[config.mk]
export PLATFORM = sky130hd
export DESIGN_NAME = i2c_slave_receiver_flat
export DESIGN_NICKNAME = d
export VERILOG_FILES = /design/src/rtl/i2c_slave_receiver_if.sv /design/src/rtl/i2c_slave_receiver.sv /design/src/flat_wrapper.sv
export SDC_FILE = /design/constraint.sdc
export NUM_CORES = 1
export LEC_CHECK = 0
export ABC_AREA = 1
export ABC_CLOCK_PERIOD_IN_PS = 3300
export CAP_MARGIN = 20
export CORE_ASPECT_RATIO = 1.2
export CORE_MARGIN = 1.5
export CORE_UTILIZATION = 30
export DETAILED_ROUTE_END_ITERATION = 10
export GPL_TIMING_DRIVEN = 0
export MAX_ROUTING_LAYER = met4
export REMOVE_ABC_BUFFERS = 1
export SLEW_MARGIN = 15
export SYNTH_ARGS = -nofsm -noshare
export SYNTH_HDL_FRONTEND = slang
export SYNTH_SLANG_ARGS = --single-unit
[constraint.sdc]
create_clock -name clk -period 3.3 [get_ports clk]
set_clock_uncertainty 0.05 [all_clocks]
set_input_delay 0.66 -clock clk [delete_from_list [all_inputs] [get_ports clk]]
set_output_delay 0.66 -clock clk [all_outputs]
set_load 0.05 [all_outputs]
[src/rtl/i2c_slave_receiver_if.sv]
// I2C write-receiver bus interface: bus pins plus the received-byte outputs.
// The master modport is the bus/consumer side, and the slave modport is the receiver block.
`timescale 1ns/1ps

interface i2c_slave_receiver_if;
    logic       scl_in;    // bus SCL level (asynchronous to clk)
    logic       sda_in;    // bus SDA level (asynchronous to clk)
    logic       sda_oe;    // 1 = receiver pulls SDA low
    logic [7:0] rx_data;   // last received data byte
    logic       rx_valid;  // one-clk pulse when rx_data updates
    logic       busy;      // receiver is addressed

    modport master (
        output scl_in,
        output sda_in,
        input  sda_oe,
        input  rx_data,
        input  rx_valid,
        input  busy
    );

    modport slave (
        input  scl_in,
        input  sda_in,
        output sda_oe,
        output rx_data,
        output rx_valid,
        output busy
    );
endinterface

[src/rtl/i2c_slave_receiver.sv]
// I2C target write-receiver. It oversamples SCL and SDA in the clk domain and detects START and STOP.
// It matches a 7-bit address with R/W=0 and ACKs it. It then shifts in data bytes MSB-first, ACKs
// each byte, and pulses rx_valid for one clk per byte. SDA is only ever pulled low, and SCL is never driven.
// Optional build macro I2C_SLV_GLITCH_FILTER_EN adds a 3-sample majority filter on the synchronized
// SCL and SDA. The filter adds 2 clk of latency, and the minimum SCL phase then becomes 6 clk.
`timescale 1ns/1ps

module i2c_slave_receiver #(
    parameter logic [6:0] SLAVE_ADDR  = 7'h50,
    parameter int         SYNC_STAGES = 2
) (
    input  logic                 clk,
    input  logic                 reset,
    i2c_slave_receiver_if.slave  bus
);

    typedef enum logic [2:0] {
        IDLE,
        ADDR,
        ADDR_ACK,
        DATA,
        DATA_ACK,
        WAIT_STOP
    } state_t;

    // ---------------------------------------------------------------- input path
    logic [SYNC_STAGES-1:0] scl_sync;
    logic [SYNC_STAGES-1:0] sda_sync;
    logic                   scl_s;
    logic                   sda_s;

    // Synchronize the asynchronous bus levels into the clk domain.
    // NOTE: sync flops reset to 1 (idle bus level) so leaving reset never fakes an edge.
    always_ff @(posedge clk) begin
        if (reset) begin
            scl_sync <= '1;
            sda_sync <= '1;
        end else begin
            scl_sync <= {scl_sync[SYNC_STAGES-2:0], bus.scl_in};
            sda_sync <= {sda_sync[SYNC_STAGES-2:0], bus.sda_in};
        end
    end

    assign scl_s = scl_sync[SYNC_STAGES-1];
    assign sda_s = sda_sync[SYNC_STAGES-1];

    logic scl_cur;
    logic sda_cur;

`ifdef I2C_SLV_GLITCH_FILTER_EN
    logic [1:0] scl_hist;
    logic [1:0] sda_hist;
    logic       scl_filt;
    logic       sda_filt;

    // Majority of three consecutive samples; a pulse lasting one clk never wins the vote.
    always_ff @(posedge clk) begin
        if (reset) begin
            scl_hist <= 2'b11;
            sda_hist <= 2'b11;
            scl_filt <= 1'b1;
            sda_filt <= 1'b1;
        end else begin
            scl_hist <= {scl_hist[0], scl_s};
            sda_hist <= {sda_hist[0], sda_s};
            scl_filt <= (scl_s & scl_hist[0]) | (scl_s & scl_hist[1]) | (scl_hist[0] & scl_hist[1]);
            sda_filt <= (sda_s & sda_hist[0]) | (sda_s & sda_hist[1]) | (sda_hist[0] & sda_hist[1]);
        end
    end

    assign scl_cur = scl_filt;
    assign sda_cur = sda_filt;
`else
    assign scl_cur = scl_s;
    assign sda_cur = sda_s;
`endif

    logic scl_prev;
    logic sda_prev;

    // One history flop per line for edge detection.
    always_ff @(posedge clk) begin
        if (reset) begin
            scl_prev <= 1'b1;
            sda_prev <= 1'b1;
        end else begin
            scl_prev <= scl_cur;
            sda_prev <= sda_cur;
        end
    end

    logic scl_r;
    logic scl_f;
    logic sda_r;
    logic sda_f;
    logic start_det;
    logic stop_det;

    logic       sda_oe_r;
    state_t     state;
    logic [2:0] bit_cnt;
    logic [6:0] shreg;
    logic [7:0] shift_next;
    logic       byte_done;

    assign scl_r = scl_cur & ~scl_prev;
    assign scl_f = ~scl_cur & scl_prev;
    assign sda_r = sda_cur & ~sda_prev;
    assign sda_f = ~sda_cur & sda_prev;

    // SDA edges only count as START/STOP while SCL is high and we are not driving SDA ourselves.
    assign start_det = sda_f & scl_cur & scl_prev & ~sda_oe_r;
    assign stop_det  = sda_r & scl_cur & scl_prev & ~sda_oe_r;

    assign shift_next = {shreg, sda_cur};
    assign byte_done  = scl_r && (bit_cnt == 3'd7);

    // ---------------------------------------------------------------- protocol FSM
    logic       ack_seen;   // 9th SCL rise seen while holding ACK
    logic       busy_r;
    logic [7:0] rx_data_r;
    logic       rx_valid_r;

    // Bus FSM: START/STOP first, then per-state bit processing; all outputs registered.
    always_ff @(posedge clk) begin
        if (reset) begin
            state      <= IDLE;
            bit_cnt    <= 3'd0;
            shreg      <= 7'd0;
            ack_seen   <= 1'b0;
            sda_oe_r   <= 1'b0;
            busy_r     <= 1'b0;
            rx_data_r  <= 8'h00;
            rx_valid_r <= 1'b0;
        end else begin
            // NOTE: default-low here makes rx_valid a single-cycle pulse without extra clear logic.
            rx_valid_r <= 1'b0;
            if (start_det) begin
                state    <= ADDR;
                bit_cnt  <= 3'd0;
                shreg    <= 7'd0;
                ack_seen <= 1'b0;
                sda_oe_r <= 1'b0;
                busy_r   <= 1'b0;
            end else if (stop_det) begin
                state    <= IDLE;
                bit_cnt  <= 3'd0;
                ack_seen <= 1'b0;
                sda_oe_r <= 1'b0;
                busy_r   <= 1'b0;
            end else begin
                case (state)
                    IDLE: begin
                        sda_oe_r <= 1'b0;
                    end
                    ADDR: begin
                        if (scl_r) begin
                            shreg <= shift_next[6:0];
                            if (byte_done) begin
                                bit_cnt <= 3'd0;
                                if (shift_next == {SLAVE_ADDR, 1'b0}) state <= ADDR_ACK;
                                else                                  state <= WAIT_STOP;
                            end else begin
                                bit_cnt <= bit_cnt + 3'd1;
                            end
                        end
                    end
                    ADDR_ACK, DATA_ACK: begin
                        // Pull low after the 8th bit's SCL fall, hold through the 9th rise, release on its fall.
                        if (scl_f) begin
                            if (ack_seen) begin
                                sda_oe_r <= 1'b0;
                                ack_seen <= 1'b0;
                                bit_cnt  <= 3'd0;
                                state    <= DATA;
                            end else if (!sda_oe_r) begin
                                sda_oe_r <= 1'b1;
                                busy_r   <= 1'b1;
                            end
                        end else if (scl_r && sda_oe_r) begin
                            ack_seen <= 1'b1;
                        end
                    end
                    DATA: begin
                        if (scl_r) begin
                            shreg <= shift_next[6:0];
                            if (byte_done) begin
                                bit_cnt    <= 3'd0;
                                rx_data_r  <= shift_next;
                                rx_valid_r <= 1'b1;
                                state      <= DATA_ACK;
                            end else begin
                                bit_cnt <= bit_cnt + 3'd1;
                            end
                        end
                    end
                    WAIT_STOP: begin
                        sda_oe_r <= 1'b0;
                    end
                    default: begin
                        state    <= IDLE;
                        sda_oe_r <= 1'b0;
                        busy_r   <= 1'b0;
                    end
                endcase
            end
        end
    end

    assign bus.sda_oe   = sda_oe_r;
    assign bus.rx_data  = rx_data_r;
    assign bus.rx_valid = rx_valid_r;
    assign bus.busy     = busy_r;

endmodule

[src/flat_wrapper.sv]
// flat-port wrapper written by rule: the top's interface ports become plain ports
module i2c_slave_receiver_flat 
#(
    parameter logic [6:0] SLAVE_ADDR  = 7'h50,
    parameter int         SYNC_STAGES = 2
)
  (clk, reset, bus_scl_in, bus_sda_in, bus_sda_oe, bus_rx_data, bus_rx_valid, bus_busy);
  i2c_slave_receiver_if bus_i ();
  input  logic clk;
  input  logic reset;
  input wire logic [$bits(bus_i.scl_in)-1:0] bus_scl_in;
  input wire logic [$bits(bus_i.sda_in)-1:0] bus_sda_in;
  output wire logic [$bits(bus_i.sda_oe)-1:0] bus_sda_oe;
  output wire logic [$bits(bus_i.rx_data)-1:0] bus_rx_data;
  output wire logic [$bits(bus_i.rx_valid)-1:0] bus_rx_valid;
  output wire logic [$bits(bus_i.busy)-1:0] bus_busy;
  assign bus_i.scl_in = bus_scl_in;
  assign bus_i.sda_in = bus_sda_in;
  assign bus_sda_oe = bus_i.sda_oe;
  assign bus_rx_data = bus_i.rx_data;
  assign bus_rx_valid = bus_i.rx_valid;
  assign bus_busy = bus_i.busy;
  i2c_slave_receiver #(.SLAVE_ADDR(SLAVE_ADDR), .SYNC_STAGES(SYNC_STAGES)) u_core (.clk(clk), .reset(reset), .bus(bus_i));
endmodule
==> impl_metrics.yaml, run 1 <==
setup_path:
  cp_cell_sequence: "clkdlybuf4s50_1"
  crit_path_max_incr_delay_ps: 820
  setup.worst_path.end_class: "output pin"
  cp_num_buf_inv: 1
  critPathKind: "flop to output pin"
  crit_fanout: 4
  cpMaxStageDelayCell: "clkdlybuf4s50_1"
  cp-start-kind: "flop"
  critical-path-top-delay-family: "buffers and inverters"
  cp.required_ps: 2590
  crit_arrival_ps: 1470
yosys:
  synth_top_family_by_area: "simple AND/OR/NAND/NOR gates"
  seq_area_frac_synth_pct: 44.4
  synth-compound-area-share_pct: 15.4
  synthAdderAreaFrac_pct: 1.79
  synth_mux_area_share_pct: 0
  ys_ff_latch: 31
  yosys.area_share.xor_xnor_pct: 0
  yosys-top-cells-area: "dfxtp_1 44%, nor2_1 7.2%, nand2_1 7.0%"
  synthSimpleGateAreaFrac_pct: 29.1
  synth_area_mm2: 0.00140
  yosysTopAreaCellShare_pct: 44.4
  synth_warnings: 0
  syn_inst: 177
  synth_area_per_cell_um2: 7.90
  synth_cell_type_count: 27
  yosysTopAreaCell: "dfxtp_1"
timing:
  setup-tns-final_ps: 0
  relSlewSlack_pct: 67.1
  grt_setup_unrepaired: "no"
  drv_slew: 0
  period_share_pct: 65.9
  period_needed_ps: 2180
  final_hold_viol_count: 0
  worst_slew_pin_slew_ps: 493
  setup_viol: 0
  fmax_ghz: 0.460
  holdWs_ps: 360
power_and_ir_drop:
  p_int_mw: 0.814
  switching_share_pct: 36.2
  clockPowerShare_pct: 30.1
  leakagePower_nw: 0.718
  netSwitchingPower_mw: 0.462
  seqPwrFrac_pct: 35.0
  p_per_area_mw_per_mm2: 750
  peakVddDrop_uv: 353
  p_comb_share_pct: 34.9
die:
  die_area_mm2: 0.00508
  initial_core_util_pct: 30.9
  coreArea_mm2: 0.00453
  dieWidth_um: 65.3
  fp.dieH_um: 77.8
  num_io_pins: 15
  std_cell_rows: 27
route:
  vias: 1126
  routed_via_density: 4.43
  dr.pass1.iters: 4
  drc_errors: 0
  final_antenna_net_count: 0
  finalWirelength_um: 2540
  wl_per_cell_um: 9.98
  drt_iter0_drc: 29
status:
  status: "complete, no violations"
global_route:
  grt_max_degree: 16
  track_usage_pct: 11.5
  grt_pass1_wl_um: 4400
  antenna_found_initial: 0
  overflow: 0
  grt_pass1_vias: 1021
final_layout:
  area_growth_syn_to_layout_pct: 21.6
  final_cell_mix: "31 x dfxtp_1, 27 x nor2_1, 26 x nand2_1"
  drive_gt1_share_pct: 20.9
  n_fill_cell: 507
  nets: 201
  final_common_cell: "dfxtp_1"
  diodes: 0
cts:
  cts-root-buf: "clkbuf_8"
  cts_buffers: 5
  cts_buffer_depth: 2
  post_cts_buffers: 0
  clk_latency_ps: 280
  postCtsResizedCells: 0
  cts_tree: "yes"
  cts_hold_buf: 0
  cts_max_level: 2
  clock-sinks: 31
  clk_pin_slew_worst_paths_ps: 70
run:
  maxCapViolCount: 0
place:
  dp_hpwl_um: 1810
  routabilityCongestion: 0.757
  io_buffers: 14
worst_hold_path:
  hp-class: "flop to flop"
registers in the layout, indices dropped and copies added (netlist names):
name                 flops
u_core.bus.rx_data       8
u_core.shreg             7
u_core.bit_cnt           3
u_core.state             3
u_core.scl_sync          2
u_core.sda_sync          2
u_core.ack_seen          1
u_core.bus.busy          1
u_core.bus.rx_valid      1
u_core.bus.sda_oe        1
u_core.scl_prev          1
u_core.sda_prev          1
power by group through the flow:
stage	registers [mW]	clock network (mW)	logic (mW)
2_1_floorplan	0.479	0	0.336
3_3_place_gp	0.455	0	0.441
3_5_place_dp	0.455	0	0.445
4_1_cts	0.447	0.395	0.447
5_1_grt	0.453	0.415	0.510
6_report	0.447	0.384	0.445
stage by stage:
stage	power [mW]	cell area (um2)	setup slack [ps]	cells	utilization (%)
finish	1.28	1700	1120	254	37.6
floorplan	0.815	1370	1760	174	-
detailed placement	0.899	1580	1090	246	35.0
CTS	1.29	1700	1100	254	37.6
global route	1.38	1700	1070	254	37.6
global placement	0.896	1580	1100	246	35.0
worst paths after layout:
kind                                        from                                  to  slack (ps)  cells past startpoint
setup / recovery  u_core.bus.sda_oe$_SDFFE_PP0P_                          bus_sda_oe        1120                      1
setup reg to reg  u_core.bit_cnt[0]$_SDFFE_PP0P_  u_core.bus.rx_data[7]$_SDFFE_PP0P_        1760                      7
hold / removal     u_core.sda_sync[0]$_SDFF_PP1_       u_core.sda_sync[1]$_SDFF_PP1_         360                      1
hold reg to reg    u_core.sda_sync[0]$_SDFF_PP1_       u_core.sda_sync[1]$_SDFF_PP1_         360                      1
cell type report:
class / instances / area, um2 / share of cell area [%]
clock buffers: 6 / 82.6 / 4.85
clock inverters: 2 / 35.0 / 2.06
multi-input cells: 116 / 647 / 38.0
repair buffers: 14 / 140 / 8.24
inverters: 27 / 104 / 6.10
well taps: 58 / 72.6 / 4.26
flip-flops and latches: 31 / 621 / 36.5
metal layers:
| metal | part of all wire, % | wire length (um) | global-route usage (%) |
|---|---|---|---|
| met5 | 0 | 0 | - |
| met4 | 2.1 | 53 | 5.00 |
| met3 | 3.6 | 91 | 3.91 |
| met2 | 45 | 1150 | 18.2 |
| met1 | 49 | 1250 | 13.2 |
logic make-up (layout without fill, tap and decap cells):
group / after synthesis / in the layout
AOI/OAI and AO/OA: 34 / 34
DFF: 31 / 31
buffers and inverters: 30 / 49
and+or+nand+nor: 80 / 80
adders and majority gates: 2 / 2
synthesized netlist by cell type:
cell / instances
nand4_1: 1
nand3_1: 4
nor2_4: 4
or2_2: 4
dfxtp_1: 31
a211oi_2: 1
buf_6: 2
inv_1: 18
a211oi_1: 6
inv_4: 1
a21oi_2: 3
nand2_4: 1
clkinv_1: 1
o21ai_1: 4
nor2_1: 27
buf_2: 1
nand2_1: 26
nor3_1: 2
nand3_2: 2
nor2_2: 1
ha_1: 2
o21ai_0: 8
inv_2: 7
a21oi_1: 11
nand3b_4: 1
o21ai_4: 1
nand2_2: 7
worst register-to-register path: stages (launching register included):
cell and delay [ps]:
dfxtp_1 360, ha_1 160, ha_1 180, nand3b_4 100, nor2_4 310, inv_1 130, nor2_1 100, nor2_1 50
(Power assumes the default switching activity.)
==> inputs of run 2 (changes only) <==
--- a/config.mk
+++ b/config.mk
@@ -6,7 +6,7 @@
 export NUM_CORES = 1
 export LEC_CHECK = 0
 export ABC_AREA = 1
-export ABC_CLOCK_PERIOD_IN_PS = 3300
+export ABC_CLOCK_PERIOD_IN_PS = 2150
 export CAP_MARGIN = 20
 export CORE_ASPECT_RATIO = 1.2
 export CORE_MARGIN = 1.5
==> constraint.sdc (replaced) <==
create_clock -name clk -period 2.15 [get_ports clk]
set_clock_uncertainty 0.05 [all_clocks]
set_input_delay 0.43 -clock clk [delete_from_list [all_inputs] [get_ports clk]]
set_output_delay 0.43 -clock clk [all_outputs]
set_load 0.05 [all_outputs]
==> results of run 2 <==
Same layout as run 1 (identical final DEF). Status: complete, no violations.
Main changes from that run: setup slack after placement 1090 ps -> 175 ps; setup slack after layout 1120 ps -> 204 ps; register-to-register setup slack 1760 ps -> 610 ps; total power 1.28 mW -> 1.96 mW; worst IR drop on VDD 353 uV -> 542 uV
